File: src/rtl/vram_fetch_pkg.sv
// Shared types and default sizing for the VRAM scanline fetch block.
//   state_e         : fetch FSM states
//   *_DEF constants : default port-B address width, run-length width, FIFO depth
package vram_fetch_pkg;

    localparam int unsigned ADDR_W_DEF     = 15;
    localparam int unsigned LEN_W_DEF      = 12;
    localparam int unsigned FIFO_DEPTH_DEF = 8;

    typedef enum logic [1:0] {
        ST_IDLE   = 2'd0,
        ST_FETCH  = 2'd1,
        ST_DRAIN  = 2'd2,
        ST_FINISH = 2'd3
    } state_e;

endpackage

File: src/rtl/vram_scanline_fetch_fifo.sv
// sync_fifo: single-clock first-word-fall-through FIFO with a registered head.
// The head register keeps its last value when the FIFO runs empty.
//   clk_i, rst_i     : clock, synchronous active-high reset
//   flush_i          : drop all entries (wins over push)
//   push_i/wr_data_i : write side; ignored while full unless a pop frees a slot
//   pop_i            : consume the head; ignored while empty
//   rd_data_o        : current head
//   full_o, empty_o  : occupancy flags (registered)
//   count_o          : number of stored entries
module sync_fifo #(
    parameter int unsigned WIDTH = 8,
    parameter int unsigned DEPTH = 8
) (
    input  logic                     clk_i,
    input  logic                     rst_i,
    input  logic                     flush_i,
    input  logic                     push_i,
    input  logic [WIDTH-1:0]         wr_data_i,
    input  logic                     pop_i,
    output logic [WIDTH-1:0]         rd_data_o,
    output logic                     full_o,
    output logic                     empty_o,
    output logic [$clog2(DEPTH):0]   count_o
);

    localparam int unsigned PTR_W = $clog2(DEPTH);
    localparam int unsigned CNT_W = PTR_W + 1;

    logic [WIDTH-1:0] mem_q [DEPTH];
    logic [PTR_W-1:0] wr_ptr_q, wr_ptr_d;
    logic [PTR_W-1:0] rd_ptr_q, rd_ptr_d;
    logic [CNT_W-1:0] count_q, count_d;
    logic [WIDTH-1:0] head_q, head_d;
    logic             full_q, empty_q;
    logic             push_en_c, pop_en_c;

    // Next pointers, count and head value
    always_comb begin
        pop_en_c  = pop_i & ~empty_q;
        push_en_c = push_i & (~full_q | pop_en_c);
        wr_ptr_d  = wr_ptr_q + PTR_W'(push_en_c);
        rd_ptr_d  = rd_ptr_q + PTR_W'(pop_en_c);
        count_d   = count_q + CNT_W'(push_en_c) - CNT_W'(pop_en_c);
        head_d    = head_q;
        if (count_d != '0) begin
            // If nothing older survives this cycle, the incoming word becomes the head
            if (count_q == CNT_W'(pop_en_c)) begin
                head_d = wr_data_i;
            end else begin
                head_d = mem_q[rd_ptr_d];
            end
        end
    end

    // Storage array (no reset needed: contents are only read behind valid pointers)
    always_ff @(posedge clk_i) begin
        if (push_en_c && !flush_i) begin
            mem_q[wr_ptr_q] <= wr_data_i;
        end
    end

    // Control state
    always_ff @(posedge clk_i) begin
        if (rst_i) begin
            wr_ptr_q <= '0;
            rd_ptr_q <= '0;
            count_q  <= '0;
            head_q   <= '0;
            full_q   <= 1'b0;
            empty_q  <= 1'b1;
        end else if (flush_i) begin
            wr_ptr_q <= '0;
            rd_ptr_q <= '0;
            count_q  <= '0;
            full_q   <= 1'b0;
            empty_q  <= 1'b1;
        end else begin
            wr_ptr_q <= wr_ptr_d;
            rd_ptr_q <= rd_ptr_d;
            count_q  <= count_d;
            head_q   <= head_d;
            full_q   <= (count_d == CNT_W'(DEPTH));
            empty_q  <= (count_d == '0);
        end
    end

    assign rd_data_o = head_q;
    assign full_o    = full_q;
    assign empty_o   = empty_q;
    assign count_o   = count_q;

endmodule

File: src/rtl/vram_scanline_fetch.sv
// vram_scanline_fetch: streams a run of consecutive bytes from RAM port B into a
// small FIFO and presents them as a valid/ready byte stream to the decoder.
//   clock, reset         : single clock, synchronous active-high reset
//   start/base_addr/length : begin a run (parameters sampled on start)
//   abort                : cancel the active run and flush buffered bytes
//   busy, done           : run in progress / one-cycle completion pulse
//   mem_addr, mem_rden   : RAM port B read request (registered)
//   mem_q                : RAM read data, valid one cycle after the request
//   out_data/out_valid/out_ready : byte stream to the decoder
module vram_scanline_fetch
    import vram_fetch_pkg::*;
#(
    parameter int unsigned ADDR_W     = ADDR_W_DEF,
    parameter int unsigned LEN_W      = LEN_W_DEF,
    parameter int unsigned FIFO_DEPTH = FIFO_DEPTH_DEF
) (
    input  logic              clock,
    input  logic              reset,
    input  logic              start,
    input  logic [ADDR_W-1:0] base_addr,
    input  logic [LEN_W-1:0]  length,
    input  logic              abort,
    output logic              busy,
    output logic              done,
    output logic [ADDR_W-1:0] mem_addr,
    output logic              mem_rden,
    input  logic [7:0]        mem_q,
    output logic [7:0]        out_data,
    output logic              out_valid,
    input  logic              out_ready
);

    localparam int unsigned CNT_W = $clog2(FIFO_DEPTH) + 1;
    localparam int unsigned SUM_W = CNT_W + 1;

    state_e            state_q, state_d;
    logic [ADDR_W-1:0] addr_q, addr_d;
    logic [LEN_W-1:0]  remaining_q, remaining_d;
    logic [ADDR_W-1:0] mem_addr_q, mem_addr_d;
    logic              mem_rden_q, mem_rden_d;
    logic              pending_q;
    logic              busy_q, busy_d;
    logic              done_q, done_d;

    logic              fifo_push_c, fifo_pop_c, fifo_flush_c;
    logic              fifo_full, fifo_empty;
    logic [CNT_W-1:0]  fifo_count;
    logic [7:0]        fifo_data;
    logic              run_active_c, abort_c, room_c, drain_done_c;
    logic [SUM_W-1:0]  occupancy_c;

    // Run status, FIFO handshakes and issue headroom
    always_comb begin
        run_active_c = (state_q == ST_FETCH) || (state_q == ST_DRAIN);
        abort_c      = abort && run_active_c;
        fifo_pop_c   = out_ready && !fifo_empty;
        // Returning bytes are only kept while a run is live; after an abort they are dropped
        fifo_push_c  = pending_q && run_active_c && !abort;
        // Reserve a slot for every read already in flight so the FIFO cannot overflow
        occupancy_c  = SUM_W'(fifo_count) + SUM_W'(pending_q) + SUM_W'(mem_rden_q);
        room_c       = !fifo_full && (occupancy_c < SUM_W'(FIFO_DEPTH));
        // Run complete once nothing is in flight and the last byte leaves this cycle
        drain_done_c = !mem_rden_q && !pending_q &&
                       (fifo_empty || ((fifo_count == CNT_W'(1)) && fifo_pop_c));
    end

    // Next-state and output decode
    always_comb begin
        state_d      = state_q;
        addr_d       = addr_q;
        remaining_d  = remaining_q;
        mem_addr_d   = mem_addr_q;
        mem_rden_d   = 1'b0;
        busy_d       = busy_q;
        done_d       = 1'b0;
        fifo_flush_c = 1'b0;

        unique case (state_q)
            ST_IDLE: begin
                if (start) begin
                    busy_d = 1'b1;
                    if (length == '0) begin
                        state_d = ST_FINISH;
                    end else begin
                        // FIFO is empty and nothing is in flight here, so the first read goes out at once
                        mem_rden_d  = 1'b1;
                        mem_addr_d  = base_addr;
                        addr_d      = base_addr + ADDR_W'(1);
                        remaining_d = length - LEN_W'(1);
                        state_d     = (length == LEN_W'(1)) ? ST_DRAIN : ST_FETCH;
                    end
                end
            end

            ST_FETCH: begin
                if (abort) begin
                    fifo_flush_c = 1'b1;
                    state_d      = ST_FINISH;
                end else if (room_c) begin
                    mem_rden_d  = 1'b1;
                    mem_addr_d  = addr_q;
                    addr_d      = addr_q + ADDR_W'(1);
                    remaining_d = remaining_q - LEN_W'(1);
                    if (remaining_q == LEN_W'(1)) begin
                        state_d = ST_DRAIN;
                    end
                end
            end

            ST_DRAIN: begin
                if (abort) begin
                    fifo_flush_c = 1'b1;
                    state_d      = ST_FINISH;
                end else if (drain_done_c) begin
                    // Raise done together with the final pop
                    done_d  = 1'b1;
                    state_d = ST_FINISH;
                end
            end

            ST_FINISH: begin
                // Stay until done has been pulsed once (aborts and empty runs arrive without it)
                if (done_q) begin
                    busy_d  = 1'b0;
                    state_d = ST_IDLE;
                end else begin
                    done_d = 1'b1;
                end
            end

            default: begin
                state_d = ST_IDLE;
            end
        endcase
    end

    // State and output registers
    always_ff @(posedge clock) begin
        if (reset) begin
            state_q     <= ST_IDLE;
            addr_q      <= '0;
            remaining_q <= '0;
            mem_addr_q  <= '0;
            mem_rden_q  <= 1'b0;
            pending_q   <= 1'b0;
            busy_q      <= 1'b0;
            done_q      <= 1'b0;
        end else begin
            state_q     <= state_d;
            addr_q      <= addr_d;
            remaining_q <= remaining_d;
            mem_addr_q  <= mem_addr_d;
            mem_rden_q  <= mem_rden_d;
            // Data for last cycle's read is on mem_q this cycle
            pending_q   <= mem_rden_q;
            busy_q      <= busy_d;
            done_q      <= done_d;
        end
    end

    sync_fifo #(
        .WIDTH (8),
        .DEPTH (FIFO_DEPTH)
    ) u_fifo (
        .clk_i     (clock),
        .rst_i     (reset),
        .flush_i   (fifo_flush_c),
        .push_i    (fifo_push_c),
        .wr_data_i (mem_q),
        .pop_i     (fifo_pop_c),
        .rd_data_o (fifo_data),
        .full_o    (fifo_full),
        .empty_o   (fifo_empty),
        .count_o   (fifo_count)
    );

    assign busy      = busy_q;
    assign done      = done_q;
    assign mem_addr  = mem_addr_q;
    assign mem_rden  = mem_rden_q;
    assign out_data  = fifo_data;
    assign out_valid = !fifo_empty;

endmodule

File: config.mk
export PLATFORM = sky130hd
export DESIGN_NAME = vram_scanline_fetch
export DESIGN_NICKNAME = d
export VERILOG_FILES = /design/src/rtl/vram_fetch_pkg.sv /design/src/rtl/vram_scanline_fetch_fifo.sv /design/src/rtl/vram_scanline_fetch.sv
export SDC_FILE = /design/constraint.sdc
export NUM_CORES = 1
export LEC_CHECK = 0
export CORE_UTILIZATION = 52
export DETAILED_ROUTE_END_ITERATION = 16
export PLACE_DENSITY = 0.85
export SYNTH_ARGS = -nofsm -noshare
export SYNTH_HDL_FRONTEND = slang
export SYNTH_HIERARCHICAL = 1
export SYNTH_SLANG_ARGS = --single-unit
File: constraint.sdc
create_clock -name clock -period 3 [get_ports clock]
set_input_delay 0.3 -clock clock [delete_from_list [all_inputs] [get_ports clock]]
set_output_delay 0.3 -clock clock [all_outputs]
set_load 0.02 [all_outputs]
==> Word level (Yosys, flattened, before mapping) <==
Memory sizes are Yosys's and may differ from the RTL's.
Cells that the tools add are included.
Widths: inputs -> output; s select.
{ "classes": {"add_sub_neg": 10, "n_mul": 0, "n_div": 0, "order_cmp": 1, "eq_ne": 16, "n_shift": 0, "muxes": 42, "n_bitwise": 6, "reduce_logical": 28} }
{ "ops": {"columns": ["op", "n"], "rows": [
  ["$mux 15", 8],
  ["$pmux 15 s2", 2],
  ["$mux 12", 4],
  ["$add 15x1->15 const B", 2],
  ["$eq 12x1->1 const B", 2],
  ["$pmux 12 s2", 1],
  ["$sub 12x1->12 const B", 2],
  ["$mux 2", 9],
  ["$mux 1", 13],
  ["$logic_not 12->1", 1],
  ["$ne 2x2->1 const B", 5],
  ["$reduce_and 5->1", 2],
  ["$logic_and 1x1->1", 8],
  ["$mux 8", 1],
  ["$pmux 2 s4", 1],
  ["$add 3x1->3", 2],
  ["$logic_not 1->1", 6],
  ["$ne 3x3->1 const B", 2],
  ["$pmux 1 s2", 3],
  ["$add 4x1->5", 1],
  ["$add 5x1->5", 1],
  ["$lt 5x4->1 const B", 1],
  ["$add 4x1->4", 1],
  ["$eq 2x2->1 const B", 2],
  ["17 further kinds", 23]
]} }
{ "totals": {"regBits": 68, "latch_bits": 0, "mem_bits_rw": 64, "mem_bits_ro": 0, "inputBits": 40, "output_inout_bits": 27, "n_memories": 1} }
{ "memory_table": {"columns": ["name", "depth", "word_bits", "read_ports", "rd_clocked_by_memory_dff", "write_ports", "line_no", "text"], "rows": [
  ["u_fifo.mem_q", 8, 8, 1, 0, 1, "vram_scanline_fetch_fifo.sv:29", "logic [WIDTH-1:0] mem_q [DEPTH];"]
]} }

==> Depth between registers and ports, before layout <==
{ "logic_depth": {"depth_word": 9, "mapped_depth": 15} }

==> Hierarchy <==
Netlist, hierarchy kept.
{ "modules_own_cells": {"columns": ["mod", "instances", "cells_each", "area_each_um2", "seq_area_each_um2"], "rows": [
  ["sync_fifo", 1, 204, 3424.5, 2322.2],
  ["vram_scanline_fetch", 1, 399, 3189.3, 960.9]
]} }

==> Worst setup path before layout <==
Ideal clock, no wire load.
{ "synth_path": {"kind": "flip-flop to flip-flop", "from": "reg state_q[0]", "to": "reg u_fifo.head_q[0], in the netlist u_fifo/rd_data_o[0]", "setup_time_ns": 0.079, "arrival_ns": 3.166, "setup_slack_ns": -0.245, "stages_incl_launch_ff": 16, "path_cell_list": "dfxtp_1 > inv_1 > ha_1 > and3_1 > o21ai_0 > ha_1 > inv_1 > ha_1 > inv_1 > fa_1 > and3b_1 > and4_1 > or3_4 > or2_1 > buf_6 > o221ai_2"} }
{ "synth_via": {"elab_chain_cells": 9, "elab_cells_between_ends": 13, "classes_between": "2 x add/sub; 2 x eq/ne; 1 x mux; 2 x bitwise; 6 x reduce/logical"} }
{ "synth_lines": {"columns": ["item", "line_no", "text"], "rows": [
  ["from (decl)", "vram_scanline_fetch.sv:36", "state_e state_q, state_d;"],
  ["from (signal assigned)", "vram_scanline_fetch.sv:149", "state_q <= state_d;"],
  ["$eq 2x1->1 / $eq 2x2->1 (equally long branches)", "vram_scanline_fetch.sv:54", "run_active_c = (state_q == ST_FETCH) || (state_q == ST_DRAIN);"],
  ["$logic_or 1x1->1 *", "vram_scanline_fetch.sv:54", null],
  ["$logic_and 1x1->1 * (2 in series)", "vram_scanline_fetch.sv:58", "fifo_push_c = pending_q && run_active_c && !abort;"],
  ["named net fifo_push_c", "vram_scanline_fetch.sv:45", "logic fifo_push_c, fifo_pop_c, fifo_flush_c;"],
  ["$and 1x1->1 *", "vram_scanline_fetch_fifo.sv:40", "push_en_c = push_i & (~full_q | pop_en_c);"],
  ["$add 4x1->4 *", "vram_scanline_fetch_fifo.sv:43", "count_d = count_q + CNT_W'(push_en_c) - CNT_W'(pop_en_c);"],
  ["$sub 4x1->4 *", "vram_scanline_fetch_fifo.sv:43", null],
  ["$reduce_bool 4->1 *", "vram_scanline_fetch_fifo.sv:45", "if (count_d != '0) begin"],
  ["$reduce_and 2->1 (no source line) *", null, null],
  ["to (signal assigned)", "vram_scanline_fetch_fifo.sv:68", "head_q <= '0;"],
  ["to (signal assigned)", "vram_scanline_fetch_fifo.sv:81", "head_q <= head_d;"],
  ["to (decl)", "vram_scanline_fetch_fifo.sv:33", "logic [WIDTH-1:0] head_q, head_d;"]
]} }
Mark *: on every way through the listed nets, which the timed path passes. The rest lies on a longest branch.
A chain may end at the register's enable or synchronous reset.

==> Final worst setup path <==
{ "layout_path": {"from": "reg state_q[0]", "to": "reg u_fifo.head_q[3], in the netlist u_fifo/rd_data_o[3]"} }
Same word-level chain as after synthesis.

==> metrics.md <==
| Metric | Value |
|---|---|
| #FFs+latches synth | `approximately 130` |
| Fraction of registers with async set or reset after synthesis | `0%` |
| Share of layout cells above drive strength 1 | `between 10% and 20%` |
| Area leader, netlist | `edfxtp_1` |
| CP Data Arrival Time | `~3.6 ns` |
| Floorplan core area | `around 0.012 sq mm` |
| Status | `finished with violations` |
| Peak Freq | `roughly 0.30 GHz` |
| Crit path kind | `reg2reg` |
| # clock sinks | `roughly 130` |
| Fin crit share | `109%` |
| Buffers and inverters on the worst path | `3` |
| Largest cells by area after synthesis | `edfxtp_1, dfxtp_1, mux4_2` |
| Final wirelength | `between 15,000 and 20,000 um` |
| Num rows | `40` |
| Internal power | `between 4 and 5 mW` |
| Final HPWL DP | `between 10,000 and 15,000 um` |
| Peak supply drop | `0.467 mV` |
| Clock-pin slew on the worst setup and hold paths | `approximately 0.060 ns` |
| Xor and xnor area share after synthesis | `~2.4%` |
| Net Sw Power | `2.28 mW` |
| Routed via count | `roughly 5,300` |
| Clk_lat worst skew | `approximately 0.42 ns` |
| CTS Hold Bufs | `0` |
| Clk_skew | `approximately 0.0085 ns` |
| Num CTS Buffers | `17` |
| Pin count of the biggest net entering global routing | `slightly above 70` |
| Crit path cell chain | `inv_2, ha_4, and3_4, o21ai_4, ha_4, inv_2, ha_4, inv_2, fa_1, and3b_1, and4_1, or3_4, or2_4, o221ai_2` |
| Chip Height | `approximately 110 um` |
| Worst path slowest cell | `fa_1` |
| Nature of the critical path endpoint | `flip-flop` |
| Clock share of power | `~32%` |
| Pre-antenna DRT Iters | `5` |
| CP startpoint kind | `flip-flop` |
| Sequential area share after synthesis | `49.6%` |
| Ys Warns | `6` |
| Fin. Hold Viols | `0` |
| CTS tree | `done` |
| Adder-Cell Fraction of Synth Area | `around 4.1%` |
| Number of synthesized flops with an enable pin | `64` |
| RSZ-0062 raised after global routing | `yes` |
| PortBufs | `66` |
| Compound-gate portion of the synthesized area | `between 10% and 20%` |
| Root Buffer | `clkbuf_16` |
| Crit-path leading delay family | `simple AND/OR/NAND/NOR gates` |
| DR DRC count | `0` |
| # diodes | `0` |
| Least-Margin Pin Slew | `about 0.76 ns` |
| Worst EP required | `roughly 3.4 ns` |
| Nets | `768` |
| Largest family of logic cells by synthesized area | `compound AO/OA/AOI/OAI gates` |
| Final setup fails | `8` |
| Max clock buf depth | `2` |
| Comb pwr share | `between 30% and 40%` |
| Vias per cell | `between 6 and 7` |
| Sw Share | `a little over a third` |
| Global-route wire length before repair | `around 26,000 um` |
| Net count after synthesis | `between 600 and 700` |
| Max Cap Viol | `0` |
| Worst path max stage delay | `around 0.45 ns` |
| CP Max Fanout | `7` |
| Share of the synthesized area in the top cell type | `29.1%` |
| Io pins | `between 60 and 70` |
| Worst Hold Class | `reg2reg` |
| Crit path time final | `around 3.3 ns` |
| Leakage | `3.03 nW` |
| Wire per inst | `18.6 um` |
| Flop pwr share | `35.9%` |
| Simple-gate share of the synthesized area | `between 10% and 20%` |
| Mux cell area share after synthesis | `9.21%` |
| Post-synth top flop | `dfxtp_1` |
| Cell Pwr Density | `around 780 mW/mm^2` |
| Initial Utilization | `54.2%` |
| Placer Congestion | `0.896` |
| Initial antenna violation count | `0` |
| Synth cell types | `slightly below 80` |
| Total track usage | `between 20% and 30%` |
| H-tree Lvls | `4` |
| Setup slack after placement | `-0.799 ns` |
| Relative slew slack | `48.8%` |
| Grt ovf | `0` |
| Number of global-route vias before repair | `about 5,200` |
| Worst setup margin | `-0.280 ns` |
| Most common library cells after synthesis | `dfxtp_1, edfxtp_1, nand2_1` |
| Post-Syn Area | `0.00661 sq mm` |
| Avg Inst Size Synth | `11.0 sq um` |
| Total Power | `approximately 6.6 mW` |
| Final antenna-violating net count | `0` |
| Die W | `roughly 110 um` |
| Final Slew Violations | `0` |
| Violated checks | `negative setup slack` |
| Mapped Cells | `between 600 and 700` |
| Synth-to-Final Area Change | `27.6%` |
| Initial drt markers | `between 400 and 500` |
| Die area | `roughly 0.013 sq mm` |
| Most common cell in the netlist | `dfxtp_1` |
-- state kept, by name, indices dropped and copies added (netlist names), 2 cells and up --
name and flops:
mem_addr 15, u_fifo/wr_ptr_q 3, addr_q 15, u_fifo/rd_data_o 8
u_fifo/count_o 4, u_fifo/rd_ptr_q 3, state_q 2, remaining_q 12
u_fifo/mem_q 64
-- repair_timing --
| item | CTS | global route |
|---|---|---|
| pin swaps | 5 | 10 |
| endpoints found under the setup margin | 8 | 9 |
| resized for setup | 6 | 9 |
| setup buffers | 8 | 4 |
-- per-stage QoR --
| stage | util [%] | hold slack (ns) | area, sq um | TNS, ns | cells |
|---|---|---|---|---|---|
| floorplan | - | 0.399 | 6640 | -0.857 | 603 |
| global placement | 62.8 | 0.436 | 7670 | -5.24 | 844 |
| detailed placement | 62.8 | 0.450 | 7670 | -6.50 | 844 |
| CTS | 68.4 | 0.460 | 8350 | -1.41 | 884 |
| global route | 69.1 | 0.489 | 8440 | -2.69 | 888 |
| finish | 69.1 | 0.458 | 8440 | -1.97 | 888 |
-- routing by layer --
layer,part of all wire [%],vias up,global-route usage (%)
met1,42,2577,33.7
met4,2.0,0,9.44
met5,0,-,0
li1,-,2490,-
met2,49,243,44.0
met3,7.0,37,6.17
-- final cells by class --
cell class	count	area (sq um)
Fill cell	846	3770
Clock buffer	18	429
Inverter	29	109
Timing Repair Buffer	115	1070
Sequential cell	132	3290
Clock inverter	14	168
Tap cell	168	210
Multi-Input combinational cell	412	3170
-- final timing paths --
check | cells past startpoint | slack [ns] | to | from
worst max register to register | 14 | -0.28 | u_fifo/rd_data_o[3]$_SDFFE_PP0P_ | state_q[0]$_SDFFE_PP0P_
worst min register to register | 2 | 0.46 | mem_addr[1]$_SDFFE_PP0P_ | mem_addr[1]$_SDFFE_PP0P_
worst max-delay path | 14 | -0.28 | u_fifo/rd_data_o[3]$_SDFFE_PP0P_ | state_q[0]$_SDFFE_PP0P_
worst min-delay path | 2 | 0.46 | mem_addr[1]$_SDFFE_PP0P_ | mem_addr[1]$_SDFFE_PP0P_
-- cells in the final DEF, fill, tap and decap left out, types with 7 or more instances in the layout --
cell,n
nand2_1,48
buf_4,44
nor3_1,15
clkbuf_16,17
nor2_1,40
clkdlybuf4s50_1,66
o21ai_0,26
xnor2_1,9
a21oi_1,42
dfxtp_1,66
mux2i_1,19
nand3_1,14
o221ai_2,7
edfxtp_1,64
inv_1,24
mux4_2,16
xor2_1,9
and2_1,8
a211oi_1,19
ha_1,16
-- cell families after synthesis --
kind of cell             after synthesis
AND/OR/NAND/NOR                      182
AO/OA/AOI/OAI                        151
adder cells (fa/ha/maj)               21
XOR/XNOR                              18
multiplexers                          40
flip-flops                           132
buffers and inverters                 59
-- power groups by stage --
stage	clock [mW]	combinational (mW)	sequential (mW)
after floorplan	0	1.26	2.45
after global placement	0	1.90	2.36
after detailed placement	0	1.99	2.38
after CTS	2.12	2.04	2.35
after global routing	2.21	2.27	2.39
final	2.10	2.10	2.36
-- worst register-to-register path, cell delays in order (launching register included) --
cell,delay [ns]
dfxtp_2,0.34
inv_2,0.06
ha_4,0.27
and3_4,0.20
o21ai_4,0.07
ha_4,0.26
inv_2,0.04
ha_4,0.15
inv_2,0.05
fa_1,0.45
and3b_1,0.22
and4_1,0.22
or3_4,0.40
or2_4,0.29
o221ai_2,0.19
(Power assumes the default switching activity.)
